## src/rtl/seq_arb_mux_4b_5to1_pkg.sv

```systemverilog
// ---------------------------------------------------------------------------
// MuxPkg
// Shared widths, types and helpers for the 5-to-1 round-robin arbitrated mux.
//   NBITS   : payload width (4)
//   NINPUTS : number of producer channels (5)
//   msg_t   : payload type
//   sel_t   : source index type, legal range 0..NINPUTS-1
//   rr_next : mod-5 increment of a source index
//   oh_to_sel : one-hot grant vector to source index
// ---------------------------------------------------------------------------
package MuxPkg;

   localparam int NBITS   = 4;
   localparam int NINPUTS = 5;

   typedef logic [NBITS-1:0] msg_t;
   typedef logic [2:0]       sel_t;

   // Index 4 wraps to 0; codes 5..7 are never produced.
   function automatic sel_t rr_next(input sel_t s);
      return (s >= sel_t'(NINPUTS - 1)) ? sel_t'(0) : s + sel_t'(1);
   endfunction

   function automatic sel_t oh_to_sel(input logic [NINPUTS-1:0] oh);
      sel_t r;
      r = '0;
      for (int k = 0; k < NINPUTS; k++) begin
         if (oh[k]) r = sel_t'(k);
      end
      return r;
   endfunction

endpackage

```

## src/rtl/seq_arb_mux_4b_5to1_arb.sv

```systemverilog
// ---------------------------------------------------------------------------
// rr_arb_5
// Five-way round-robin arbiter. The search for a requester starts at the
// priority pointer and wraps mod 5; the pointer then moves to the input just
// after the winner, so a continuously requesting set is served in strict
// rotation.
//   clk   : clock
//   reset : synchronous active-high, returns priority to input 0
//   req   : request vector, bit k = input k wants service
//   en    : grant permitted this cycle (downstream has room)
//   grant : one-hot winner, all zero when en is low or nobody requests
// ---------------------------------------------------------------------------
module rr_arb_5
   import MuxPkg::*;
(
   input  logic               clk,
   input  logic               reset,
   input  logic [NINPUTS-1:0] req,
   input  logic               en,
   output logic [NINPUTS-1:0] grant
);

   sel_t r_ptr;
   sel_t w_idx;
   logic w_found;

   // Walk the five candidates starting at the pointer; first requester wins.
   always_comb begin
      grant   = '0;
      w_idx   = r_ptr;
      w_found = 1'b0;
      for (int i = 0; i < NINPUTS; i++) begin
         if (!w_found && req[w_idx]) begin
            grant[w_idx] = 1'b1;
            w_found      = 1'b1;
         end
         w_idx = rr_next(w_idx);
      end
      if (!en) grant = '0;
   end

   always_ff @(posedge clk) begin
      if (reset) begin
         r_ptr <= '0;
      end else if (en && (|req)) begin
         r_ptr <= rr_next(oh_to_sel(grant));
      end
   end

endmodule

```

## src/rtl/seq_arb_mux_4b_5to1.sv

```systemverilog
// ---------------------------------------------------------------------------
// seq_arb_mux_4b_5to1
// Collects 4-bit messages from five val/rdy producers onto one registered
// val/rdy output, tagging each with its 3-bit source index so a downstream
// 1-to-5 demux can steer it back out using out_sel.
//   clk      : clock
//   reset    : synchronous active-high reset
//   in0..in4 : per-channel payloads
//   in_val   : per-channel valid
//   in_rdy   : per-channel accept, one-hot or zero
//   out      : registered payload
//   out_sel  : registered source index 0..4
//   out_val  : output register holds a message
//   out_rdy  : consumer accepts the output this cycle
// ---------------------------------------------------------------------------
module seq_arb_mux_4b_5to1
   import MuxPkg::*;
(
   input  logic               clk,
   input  logic               reset,
   input  logic [NBITS-1:0]   in0,
   input  logic [NBITS-1:0]   in1,
   input  logic [NBITS-1:0]   in2,
   input  logic [NBITS-1:0]   in3,
   input  logic [NBITS-1:0]   in4,
   input  logic [NINPUTS-1:0] in_val,
   output logic [NINPUTS-1:0] in_rdy,
   output logic [NBITS-1:0]   out,
   output logic [2:0]         out_sel,
   output logic               out_val,
   input  logic               out_rdy
);

   msg_t                r_out_p1;
   sel_t                r_sel_p1;
   logic                r_vld_p1;

   logic                w_can_accept;
   logic                w_en;
   logic [NINPUTS-1:0]  w_grant;
   sel_t                w_sel_p0;
   msg_t                w_msg_p0;

   // The register may refill in the same cycle it drains.
   assign w_can_accept = !r_vld_p1 || out_rdy;
   // Holding grants off during reset keeps in_rdy at zero while reset is high.
   assign w_en         = w_can_accept && !reset;

   rr_arb_5 u_arb (
      .clk   (clk),
      .reset (reset),
      .req   (in_val),
      .en    (w_en),
      .grant (w_grant)
   );

   assign in_rdy   = w_grant;
   assign w_sel_p0 = oh_to_sel(w_grant);

   always_comb begin
      w_msg_p0 = '0;
      unique case (w_sel_p0)
         3'd0:    w_msg_p0 = in0;
         3'd1:    w_msg_p0 = in1;
         3'd2:    w_msg_p0 = in2;
         3'd3:    w_msg_p0 = in3;
         3'd4:    w_msg_p0 = in4;
         default: w_msg_p0 = '0;
      endcase
   end

   // ---- stage p0 -> p1: output register ----
   always_ff @(posedge clk) begin
      if (reset) begin
         r_out_p1 <= '0;
         r_sel_p1 <= '0;
         r_vld_p1 <= 1'b0;
      end else if (|w_grant) begin
         r_out_p1 <= w_msg_p0;
         r_sel_p1 <= w_sel_p0;
         r_vld_p1 <= 1'b1;
      end else if (r_vld_p1 && out_rdy) begin
         r_vld_p1 <= 1'b0;
      end
   end

   assign out     = r_out_p1;
   assign out_sel = r_sel_p1;
   assign out_val = r_vld_p1;

endmodule
```

## config.mk

```make
export PLATFORM = sky130hd
export DESIGN_NAME = seq_arb_mux_4b_5to1
export DESIGN_NICKNAME = d
export VERILOG_FILES = /design/src/rtl/seq_arb_mux_4b_5to1_pkg.sv /design/src/rtl/seq_arb_mux_4b_5to1_arb.sv /design/src/rtl/seq_arb_mux_4b_5to1.sv
export SDC_FILE = /design/constraint.sdc
export NUM_CORES = 1
export LEC_CHECK = 0
export BUFFER_PORTS_ARGS = -buffer_cell sky130_fd_sc_hd__buf_2
export CAP_MARGIN = 20
export CORE_MARGIN = 8
export CORE_UTILIZATION = 45
export DETAILED_ROUTE_END_ITERATION = 6
export PLACE_DENSITY_LB_ADDON = 0.08
export SLEW_MARGIN = 40
export SYNTH_ARGS = -nofsm -noshare
export SYNTH_HDL_FRONTEND = slang
export SYNTH_SLANG_ARGS = --single-unit
```

## constraint.sdc

```tcl
create_clock -name clk -period 6.5 [get_ports clk]
set_input_delay 0.325 -clock clk [delete_from_list [all_inputs] [get_ports clk]]
set_output_delay 0.325 -clock clk [all_outputs]
set_load 0.02 [all_outputs]
```

-- Word level (Yosys, flattened, before mapping)
Cells that the tools add are included.
- bits in registers: 11
- word-level logic and storage cells: 99
- add/sub/neg operators: 5
- magnitude comparators: 15
- equal/unequal tests: 4
- multiplexer cells: 44
- bitwise gates (word level): 4
- reduce and logical (&&, ||, !) cells: 23
- operator list (kind ; count):
    $mux 5 ; 6
    $mux 3 ; 8
    $lt 3x4->1 const B ; 5
    $or 5x5->5 ; 4
    $pmux 4 s5 ; 1
    $mux 1 ; 17
    $add 3x1->3 const B ; 5
    $bmux 1 s3 ; 5
    $demux 1 s3 ; 5
    $ge 3x1->1 const B ; 5
    $ge 3x3->1 const B ; 5
    $logic_and 1x1->1 ; 12
    $reduce_or 5->1 ; 2
    $eq 3x2->1 const B ; 2
    $logic_not 1->1 ; 6
    $mux 2 ; 2
    $eq 3x1->1 const B ; 1
    $eq 3x3->1 const B ; 1
    $logic_not 3->1 ; 1
    $reduce_bool 2->1 ; 1
    $logic_or 1x1->1 ; 1

-- Longest topological paths before layout
Gate-level depths: netlist (run 1).
- depth after elaboration: 24
- mapped depth: 17
- depth with buffers taken out: 15

-- Cells and area by module
A second synthesis (run 1) with hierarchy kept.
- cell total of the unflattened synthesis: 206
- area total of the unflattened synthesis: 1441.4 um^2
- modules (own cells, without submodules) (module ; instances ; cells an instance ; area an instance (um^2) ; seq. area each (um^2)):
    rr_arb_5 ; 1 ; 143 ; 967.2 ; 60.1
    seq_arb_mux_4b_5to1 ; 1 ; 63 ; 474.2 ; 160.2

-- Least setup slack after synthesis (run 1)
OpenSTA, ideal clock, no wires.
- kind: flip-flop to flip-flop
- start point: reg u_arb.r_ptr[0]
- end point: reg r_out_p1[3] (netlist: out[3])
- setup time: 124 ps
- arrival time: 3365 ps
- data required time: 6376 ps
- setup slack: 3011 ps
- cell stages (with the launch flop): 16
- clock period less this slack: 3489 ps
- cell sequence: dfxtp_1 ha_1 or3b_2 a21oi_1 o22ai_1 and2_4 a21oi_1 a2bb2oi_1 o21ai_0 o21ai_0 inv_1 ha_1 a222oi_1 mux2i_1 a21oi_1 a21oi_1
- elaborated cells on any way between the ends: 80
- classes of those cells: 4 x add/sub; 14 x order compare; 4 x eq/ne; 39 x mux; 4 x bitwise; 15 x reduce/logical
- RTL lines (element ; line ; RTL):
    from (decl) ; seq_arb_mux_4b_5to1_arb.sv:23 ; sel_t r_ptr;
    from (signal assigned) ; seq_arb_mux_4b_5to1_arb.sv:46 ; r_ptr <= rr_next(oh_to_sel(grant));
    parallel branches: the longest is 14 deep, another holds $lt 3x4->1 ; - ;
    $mux 5 (*) ; seq_arb_mux_4b_5to1_arb.sv:33 ; if (!w_found && req[w_idx]) begin
    $mux 5 (*) ; seq_arb_mux_4b_5to1_arb.sv:39 ; if (!en) grant = '0;
    net in_rdy[3] ; seq_arb_mux_4b_5to1.sv:27 ; output logic [NINPUTS-1:0] in_rdy,
    $mux 2 (*) ; - ;
    $mux 3 (*) ; - ;
    net w_sel_p0[1] ; seq_arb_mux_4b_5to1.sv:41 ; sel_t w_sel_p0;
    $eq 3x3->1, or another cell as far along ; seq_arb_mux_4b_5to1.sv:62 ; unique case (w_sel_p0)
    $pmux 4 s5 (*) ; seq_arb_mux_4b_5to1.sv:62 ;
    to (signal assigned) ; seq_arb_mux_4b_5to1.sv:79 ; r_out_p1 <= w_msg_p0;
    to (decl) ; seq_arb_mux_4b_5to1.sv:34 ; msg_t r_out_p1;
Mark *: on every way through the listed nets, which the timed path passes. The select of a mux whose other input is x is not followed.
A chain may end at the register's enable or synchronous reset.

-- Final worst setup path (run 1)
- start point: reg u_arb.r_ptr[0]
- end point: reg r_out_p1[2] (netlist: out[2])
- elaborated cells on any way between the ends: 80
- classes of those cells: 4 x add/sub; 14 x order compare; 4 x eq/ne; 39 x mux; 4 x bitwise; 15 x reduce/logical
- RTL lines (element ; line):
    parallel branches: the longest is 14 deep, another holds $lt 3x4->1 ; -
    $mux 5 (*) ; seq_arb_mux_4b_5to1_arb.sv:33
    $mux 5 (*) ; seq_arb_mux_4b_5to1_arb.sv:39
    $mux 2 (2 in series) ; -
    $mux 3 (*) ; -
    net w_sel_p0[1] ; seq_arb_mux_4b_5to1.sv:41
    $eq 3x3->1, or another cell as far along ; seq_arb_mux_4b_5to1.sv:62
    $pmux 4 s5 (*) ; seq_arb_mux_4b_5to1.sv:62
Marks and branches as above.

==> results of run 1 <==
==> per-stage QoR <==
step                hold WS, ps  total power [W]  setup slack (ps)  instances  util (%)
global placement            443         0.000882              2090        259      52.6
CTS                         313         0.000938              2000        263      53.5
finish                      317         0.000944              1950        263      53.5
detailed placement          453         0.000885              2000        259      52.6
floorplan                   394         0.000729              3010        188         -
global route                322          0.00102              1650        263      53.5
==> layout by cell type (no fill, tap or decap), types with 2 or more instances in the layout <==
cell,netlist,final
nor2_1,13,13
nand2_1,10,10
o31ai_1,8,8
nor4b_1,2,2
inv_2,2,2
o21ai_0,9,9
and3_1,2,2
a222oi_1,4,4
inv_1,15,15
o21bai_1,2,2
a31oi_1,3,3
a32o_1,2,2
a32oi_1,3,3
nand3_2,2,2
dfxtp_1,11,11
nand2b_1,2,2
and2_1,2,2
ha_1,6,6
nand3_1,7,7
mux2i_1,6,6
buf_2,6,40
nor2b_1,7,7
a2bb2oi_1,2,2
a21oi_1,18,18
clkbuf_4,0,3
nor3b_1,3,3
==> kinds of logic (layout without fill, tap and decap cells) <==
| logic type | count (synthesis) | count (layout) | synth area share, % |
|---|---|---|---|
| muxes | 8 | 8 | 6.00 |
| adders and majority gates | 6 | 6 | 5.22 |
| and+or+nand+nor | 62 | 62 | 26.6 |
| AOI/OAI and AO/OA | 70 | 70 | 35.8 |
| DFF | 11 | 11 | 15.3 |
| buffers and inverters | 31 | 62 | 11.0 |
==> power by group through the flow <==
stage	Sequential [W]	Combinational, W	Clock [W]
global route	0.000140	0.000831	0.0000501
finish	0.000134	0.000763	0.0000462
detailed placement	0.000135	0.000751	0
CTS	0.000133	0.000756	0.0000482
floorplan	0.000127	0.000602	0
global placement	0.000132	0.000750	0
==> flip-flops by register name, indices dropped and copies added, names as in the netlist <==
| name | flops |
|---|---|
| out_val | 1 |
| out | 4 |
| out_sel | 3 |
| u_arb.r_ptr | 3 |
==> path summary, 6_finish.rpt <==
path | startpoint | end | slack (ps) | depth (start not counted)
hold reg to reg | out_sel[0] | out_sel[0] | 460 | 2
setup reg to reg | u_arb.r_ptr[0] | out[2] | 1950 | 15
setup / recovery | u_arb.r_ptr[0] | out[2] | 1950 | 15
hold / removal | reset | out_val | 320 | 2
==> final cells by class <==
type                            instances  area, um2  share of cell area [%]
Clock buffer                            4       26.3                    1.61
Inverter                               17       63.8                    3.91
Multi-Input combinational cell        146       1060                    64.9
Sequential cell                        11        220                    13.5
Tap cell                               44       55.1                    3.37
Timing Repair Buffer                   41        208                    12.7
==> layer usage <==
metal / track usage [%] / vias up
met5: 0 / -
met4: 5.56 / 0
met3: 5.51 / 11
met2: 29.9 / 70
met1: 19.4 / 725
li1: - / 780
==> metrics, run 1 <==
Netlist cell types 62; share of layout cells above drive strength 1 28.3%; Final #Nets 254; final wirelength 4600 um; CP Data Required Time 6650 ps; Final ANT Viol Nets 0; Syn Inst Count 188; Synth Flop Type dfxtp_1; period utilisation layout 70.0%; post-cts gate resize count 0; final setup fails 0; sequential area share after synthesis 15.3%; crit path max fanout 24; HP Class in -> reg; Area growth syn-to-layout 13.5%; Combinational Power Share 80.9%; initial antenna violation count 0; Leak 0.752 nW; first-pass GRT wire length 7470 um; via/cell ratio 6.03; dpl cell area 0.00161 mm2; Met1 Routed Length 1920 um; first-iteration detailed-routing DRC count 183; average cell area after synthesis 7.65 um2; DRC viols 0; row cnt 20; HPWL Detailed 3580 um; syn nets 222; number of global-route vias before repair 1674; Die Ht 72.5 um; post-synth top area share 15.3%; fin area 0.00163 mm2; GP Congestion 0.993; met2 WL 2220 um; fillers 319; minimum clock period 4550 ps; clock root buffer clkbuf_4; Critical Path AT 4700 ps; Skew-Pair Late Insertion Delay 270 ps; peak supply drop 278 uV; CP delay by family, top compound AO/OA/AOI/OAI gates; Worst Path Buf+Inv 2; Congestion Overflow GR 0; die area 0.00526 mm2; clk_skew 6.79 ps; Psw 0.000524 W; Seq pwr share 14.2%; most frequent cell on the critical path a21oi_1; core area 0.00305 mm2; Max Cap Violations 0; register bit total from synthesis 11; status completed; IO Port Bufs 40; slowest stage delay, CP 860 ps; Slew @ Worst Pin 816 ps; CP max stage cell dfxtp_1; H-tree level count 1; Int Power 0.000420 W; hold-fix buffer count after cts 0; met3 wire length 365 um; DRT Pass-1 Iters 4; setup TNS 0 ps; RSZ-0062 raised after global routing false; crit path kind reg -> reg; Max Used Layer met4; cell taking the most area after synthesis dfxtp_1; CP startpoint kind flip-flop; FMAX 0.220 GHz; CTS buffer count 3; Final Hold Fails 0; Total GRT Usage 17.3%; I/O Pins 41; Net Sw Frac 55.5%; # diodes 0; Warnings, synthesis 0; final slew viol count 0; most area-consuming cells after synthesis dfxtp_1, a21oi_1, ha_1; clock tree buffer depth 2; most frequent cell after synthesis a21oi_1; DR vias 1586; clock sink total 11; Clk pwr share 4.9%; largest net degree at the start of global routing 25; crit end category flip-flop; async set-reset flop share out of synthesis 0%; Die W 72.5 um; routed len/inst 17.5 um; CTS tree done; Post-synth top cells a21oi_1, inv_1, nor2_1; worst-path cell chain ha_1 -> or3b_2 -> a21oi_1 -> o22ai_1 -> and2_4 -> o211ai_2 -> a32o_1 -> inv_1 -> o21ai_0 -> inv_1 -> ha_1 -> a222oi_1 -> mux2i_1 -> a21oi_1 -> a21oi_1; EDFF count, synth 0; Post CTS Setup Buffer Count 0; synthesized area 0.00144 mm2; slew margin rel. 45.5%; Initial Util 47.1%; clock slew at reported path FFs 70 ps; pwr/cell area 578 mW/mm2
Power figures use the tool's default switching activity.
==> run 2, diff against run 1 <==
==> constraint.sdc (replaced) <==
create_clock -name clk -period 4.1 [get_ports clk]
set_input_delay 0.205 -clock clk [delete_from_list [all_inputs] [get_ports clk]]
set_output_delay 0.205 -clock clk [all_outputs]
set_load 0.02 [all_outputs]
==> run 2 against run 1 <==
Compared with the run above: combinational power up 66%; non-clock buffer count is 5 higher; clock power grew 56%; sequential power grew 28%; die area stayed put; total power increased by 60%; setup slack worse by 1600 ps; clock-buffer cell count is the same; final cell count is 1.9% higher; fmax grew 21%; global-route usage down 0.92 points; utilization is 1.2 points higher; largest cell class unchanged.
==> metrics, run 2 (synthesis results as in run 1) <==
status completed; IO Port Bufs 40; Skew-Pair Late Insertion Delay 260 ps; clock slew at reported path FFs 70 ps; clk_skew 1.38 ps; most frequent cells in the layout buf_2, a21oi_1, inv_1; I/O Pins 41; Final ANT Viol Nets 0; Post CTS Setup Buffer Count 0; pwr/cell area 906 mW/mm2; hold-fix buffer count after cts 0; Final Hold Fails 0; dpl cell area 0.00164 mm2; most common cell after layout, fill and taps aside buf_2; Critical Path AT 3900 ps; clock tree buffer depth 2; crit end category flip-flop; Worst Path Buf+Inv 1; Clk pwr share 4.8%; slowest stage delay, CP 480 ps; Net Sw Frac 53.9%; setup TNS 0 ps; Fin Hold WS 195 ps; final setup fails 0; routed len/inst 16.6 um; Die W 72.5 um; CP max stage cell ha_1; Congestion Overflow GR 0; post-cts gate resize count 0; core area 0.00305 mm2; max reg flops 4; HPWL Detailed 3450 um; clock root buffer clkbuf_4; initial antenna violation count 0; CP Data Required Time 4250 ps; CTS buffer count 3; worst-path cell chain ha_1 -> or3b_2 -> a21oi_1 -> o22ai_1 -> and2_4 -> a21oi_1 -> a2bb2oi_1 -> o21ai_0 -> o21ai_0 -> inv_1 -> ha_1 -> a222oi_1 -> mux2i_1 -> a21oi_1 -> a21oi_1; Total GRT Usage 16.4%; Place WS 411 ps; crit path kind reg -> reg; first-pass GRT wire length 7290 um; row cnt 20; most frequent cell on the critical path a21oi_1; total power 0.00151 W; via/cell ratio 6.13; Initial Util 47.1%; DRC viols 0; FMAX 0.267 GHz; slew margin rel. 51.1%; minimum clock period 3750 ps; Slew @ Worst Pin 732 ps; # diodes 0; Multi-input gate area 0.00106 mm2; CTS tree done; die area 0.00526 mm2; Die Ht 72.5 um; final wirelength 4440 um; crit path max fanout 12; H-tree level count 1; RSZ-0062 raised after global routing false; Final #Nets 259; final slew viol count 0; number of global-route vias before repair 1665; Seq pwr share 11.4%; DRT Pass-1 Iters 5; HP Class in -> reg; setup ws final 352 ps; Reg area 220 um2; Int Power 0.000697 W; fillers 313; Max Cap Violations 0; clock sink total 11; Leak 0.777 nW; Area growth syn-to-layout 16.1%; Psw 0.000816 W; share of layout cells above drive strength 1 29.9%; CP startpoint kind flip-flop; CP delay by family, top compound AO/OA/AOI/OAI gates; largest net degree at the start of global routing 24; fin area 0.00167 mm2; first-iteration detailed-routing DRC count 151; Combinational Power Share 83.8%; DR vias 1643; peak supply drop 403 uV; period utilisation layout 91.4%; GP Congestion 0.950
-- run 2: metrics by stage --
step                instances  util [%]
global placement          264      53.9
CTS                       268      54.7
floorplan                 188         -
global route              268      54.7
detailed placement        264      53.9
finish                    268      54.7
-- run 2: worst paths after layout --
kind,start,end,slack (ps),depth (start not counted)
worst min-delay path,reset,u_arb.r_ptr[1],200,2
worst max-delay path,u_arb.r_ptr[1],out[3],350,15
worst max register to register,u_arb.r_ptr[1],out[3],350,15
worst min register to register,out_sel[0],out_sel[0],470,2
-- run 2: layer usage --
layer	wire, um	track usage (%)	share of wire (%)
met1	1910	18.9	43
met4	56	4.44	1.3
met2	2120	28.9	48
met5	0	0	0
met3	354	3.99	8.0
-- run 2: final cells by class --
type	count	share of cell area, %
multi-input cells	146	63.4
repair buffers	46	14.7
flip-flops and latches	11	13.2
inverters	17	3.82
well taps	44	3.30
clock buffers	4	1.57
-- run 2: power groups by stage --
stage | clock, W | combinational [W] | sequential (W)
2_1_floorplan | 0 | 0.000955 | 0.000201
3_3_place_gp | 0 | 0.00125 | 0.000172
3_5_place_dp | 0 | 0.00124 | 0.000174
4_1_cts | 0.0000742 | 0.00125 | 0.000172
5_1_grt | 0.0000789 | 0.00138 | 0.000176
6_report | 0.0000723 | 0.00127 | 0.000172
==> run 3, diff against run 2 <==
--- a/config.mk
+++ b/config.mk
@@ -5,11 +5,11 @@
 export SDC_FILE = /design/constraint.sdc
 export NUM_CORES = 1
 export LEC_CHECK = 0
-export BUFFER_PORTS_ARGS = -buffer_cell sky130_fd_sc_hd__buf_2
 export CAP_MARGIN = 20
 export CORE_MARGIN = 8
 export CORE_UTILIZATION = 45
 export DETAILED_ROUTE_END_ITERATION = 6
+export DONT_BUFFER_PORTS = 1
 export PLACE_DENSITY_LB_ADDON = 0.08
 export SLEW_MARGIN = 40
 export SYNTH_ARGS = -nofsm -noshare
==> run 3 against run 2 <==
Compared with the run above: fmax decreased by 0.78%; global-route usage increased by 0.33 points; total power decreased by 1.3%; combinational power decreased by 4%; cell area decreased by 9.4%; clock skew decreased by 1.0 ps; via count decreased by 9.5%; clock-buffer cell count unchanged; wire length decreased by 0.45%; flip-flop and latch count unchanged; sequential power increased by 19%; final cell count decreased by 13%; critical endpoint is now out[2].
==> metrics, run 3 (synthesis results as in run 1) <==
final wirelength 4420 um; CP Data Required Time 4250 ps; Die W 72.5 um; CTS buffer count 3; H-tree level count 1; share of layout cells above drive strength 1 15.9%; Final #Nets 224; Worst Setup SP u_arb.r_ptr[0]; Skew-Pair Late Insertion Delay 260 ps; clock root buffer clkbuf_4; Int Power 0.000676 W; most frequent cells in the layout a21oi_1, inv_1, nor2_1; DRC viols 0; clock sink total 11; Total GRT Usage 16.7%; dpl cell area 0.00147 mm2; slowest stage delay, CP 450 ps; Max Cap Violations 0; final slew viol count 0; first-pass GRT wire length 7180 um; CP delay by family, top compound AO/OA/AOI/OAI gates; setup TNS 0 ps; largest net degree at the start of global routing 24; Hold Path Cell Cnt 1; HP Class in -> reg; clk_skew 0.373 ps; Worst R2R Path Depth 15; Multi-input gate area 0.00106 mm2; Clk pwr share 4.7%; CP startpoint kind flip-flop; RSZ-0062 raised after global routing false; fillers 330; via/cell ratio 6.38; Reg area 220 um2; CP max stage cell ha_1; core area 0.00305 mm2; Slew @ Worst Pin 763 ps; Final Hold Fails 0; I/O Pins 41; number of global-route vias before repair 1465; Psw 0.000817 W; row cnt 20; Net Sw Frac 54.8%; clock slew at reported path FFs 70 ps; worst-path cell chain ha_1 -> and4bb_1 -> a311oi_2 -> nand3_2 -> and3_1 -> a21oi_1 -> a2bb2oi_1 -> o21ai_0 -> o21ai_0 -> inv_1 -> ha_1 -> a222oi_1 -> mux2i_1 -> a21oi_1 -> a21oi_1; crit path max fanout 15; Area growth syn-to-layout 5.13%; Die Ht 72.5 um; Final ANT Viol Nets 0; DR vias 1487; most common cell after layout, fill and taps aside a21oi_1; FMAX 0.265 GHz; slew margin rel. 48.7%; HPWL Detailed 3470 um; routed len/inst 19.0 um; DRT Pass-1 Iters 4; first-iteration detailed-routing DRC count 172; crit path kind reg -> reg; HP Start reset; initial antenna violation count 0; crit end category flip-flop; # diodes 0; die area 0.00526 mm2; CTS tree done; clock tree buffer depth 2; final setup fails 0; IO Port Bufs 0; period utilisation layout 92.1%; Congestion Overflow GR 0; fin area 0.00151 mm2; Seq pwr share 13.7%; pwr/cell area 987 mW/mm2; peak supply drop 411 uV; Critical Path Stages 15; Worst R2R Start u_arb.r_ptr[0]; Combinational Power Share 81.6%; minimum clock period 3780 ps; status completed; most frequent cell on the critical path a21oi_1; Initial Util 47.1%; max reg flops 4; final core utilization 49.5%; GP Congestion 0.905; Leak 0.629 nW; Worst Path Buf+Inv 1; Critical Path AT 3920 ps
## run 3: path summary, 6_finish.rpt
check,to,slack [ps]
worst min-delay path,u_arb.r_ptr[2],10
worst max-delay path,out[2],320
worst max register to register,out[2],320
worst min register to register,out_sel[0],560
## run 3: stage by stage
step	hold WS, ps	instances	power (W)	setup WS (ps)
floorplan	274	188	0.00116	611
global placement	277	227	0.00140	473
detailed placement	278	227	0.00141	348
CTS	1.08	232	0.00149	338
global route	1.90	233	0.00162	6.39
finish	11.1	233	0.00149	322
## run 3: timing repair
action,4_1_cts,5_1_grt
hold endpoints to repair,3,2
resized for setup,0,0
buffers inserted,0,0
setup endpoints to repair,0,0
hold buffers,1,1
## run 3: worst reg2reg max path, stage by stage (launching register included)
cell,delay [ps]
dfxtp_1,330
ha_1,450
and4bb_1,250
a311oi_2,260
nand3_2,200
and3_1,200
a21oi_1,150
a2bb2oi_1,180
o21ai_0,130
o21ai_0,430
inv_1,120
ha_1,260
a222oi_1,350
mux2i_1,130
a21oi_1,160
a21oi_1,80
## run 3: metal layers
layer | vias to the layer above | share of wire, % | global-route usage (%)
li1 | 716 | - | -
met2 | 60 | 49 | 28.6
met3 | 4 | 8.1 | 5.37
met1 | 707 | 42 | 19.5
met4 | 0 | 0.66 | 3.78
met5 | - | 0 | 0
## run 3: power groups by stage
stage          sequential (W)  combinational (W)   clock, W
2_1_floorplan        0.000201           0.000955          0
3_3_place_gp         0.000207            0.00120          0
3_5_place_dp         0.000209            0.00120          0
4_1_cts              0.000206            0.00121  0.0000740
5_1_grt              0.000211            0.00133  0.0000789
6_report             0.000205            0.00122  0.0000706
## run 3: final cells by class
cell class,count,area share [%]
multi-input combinational,146,70.1
tap,44,3.64
sequential,11,14.6
clock buffer,4,1.74
timing repair buffer,11,5.79
inverter,17,4.22
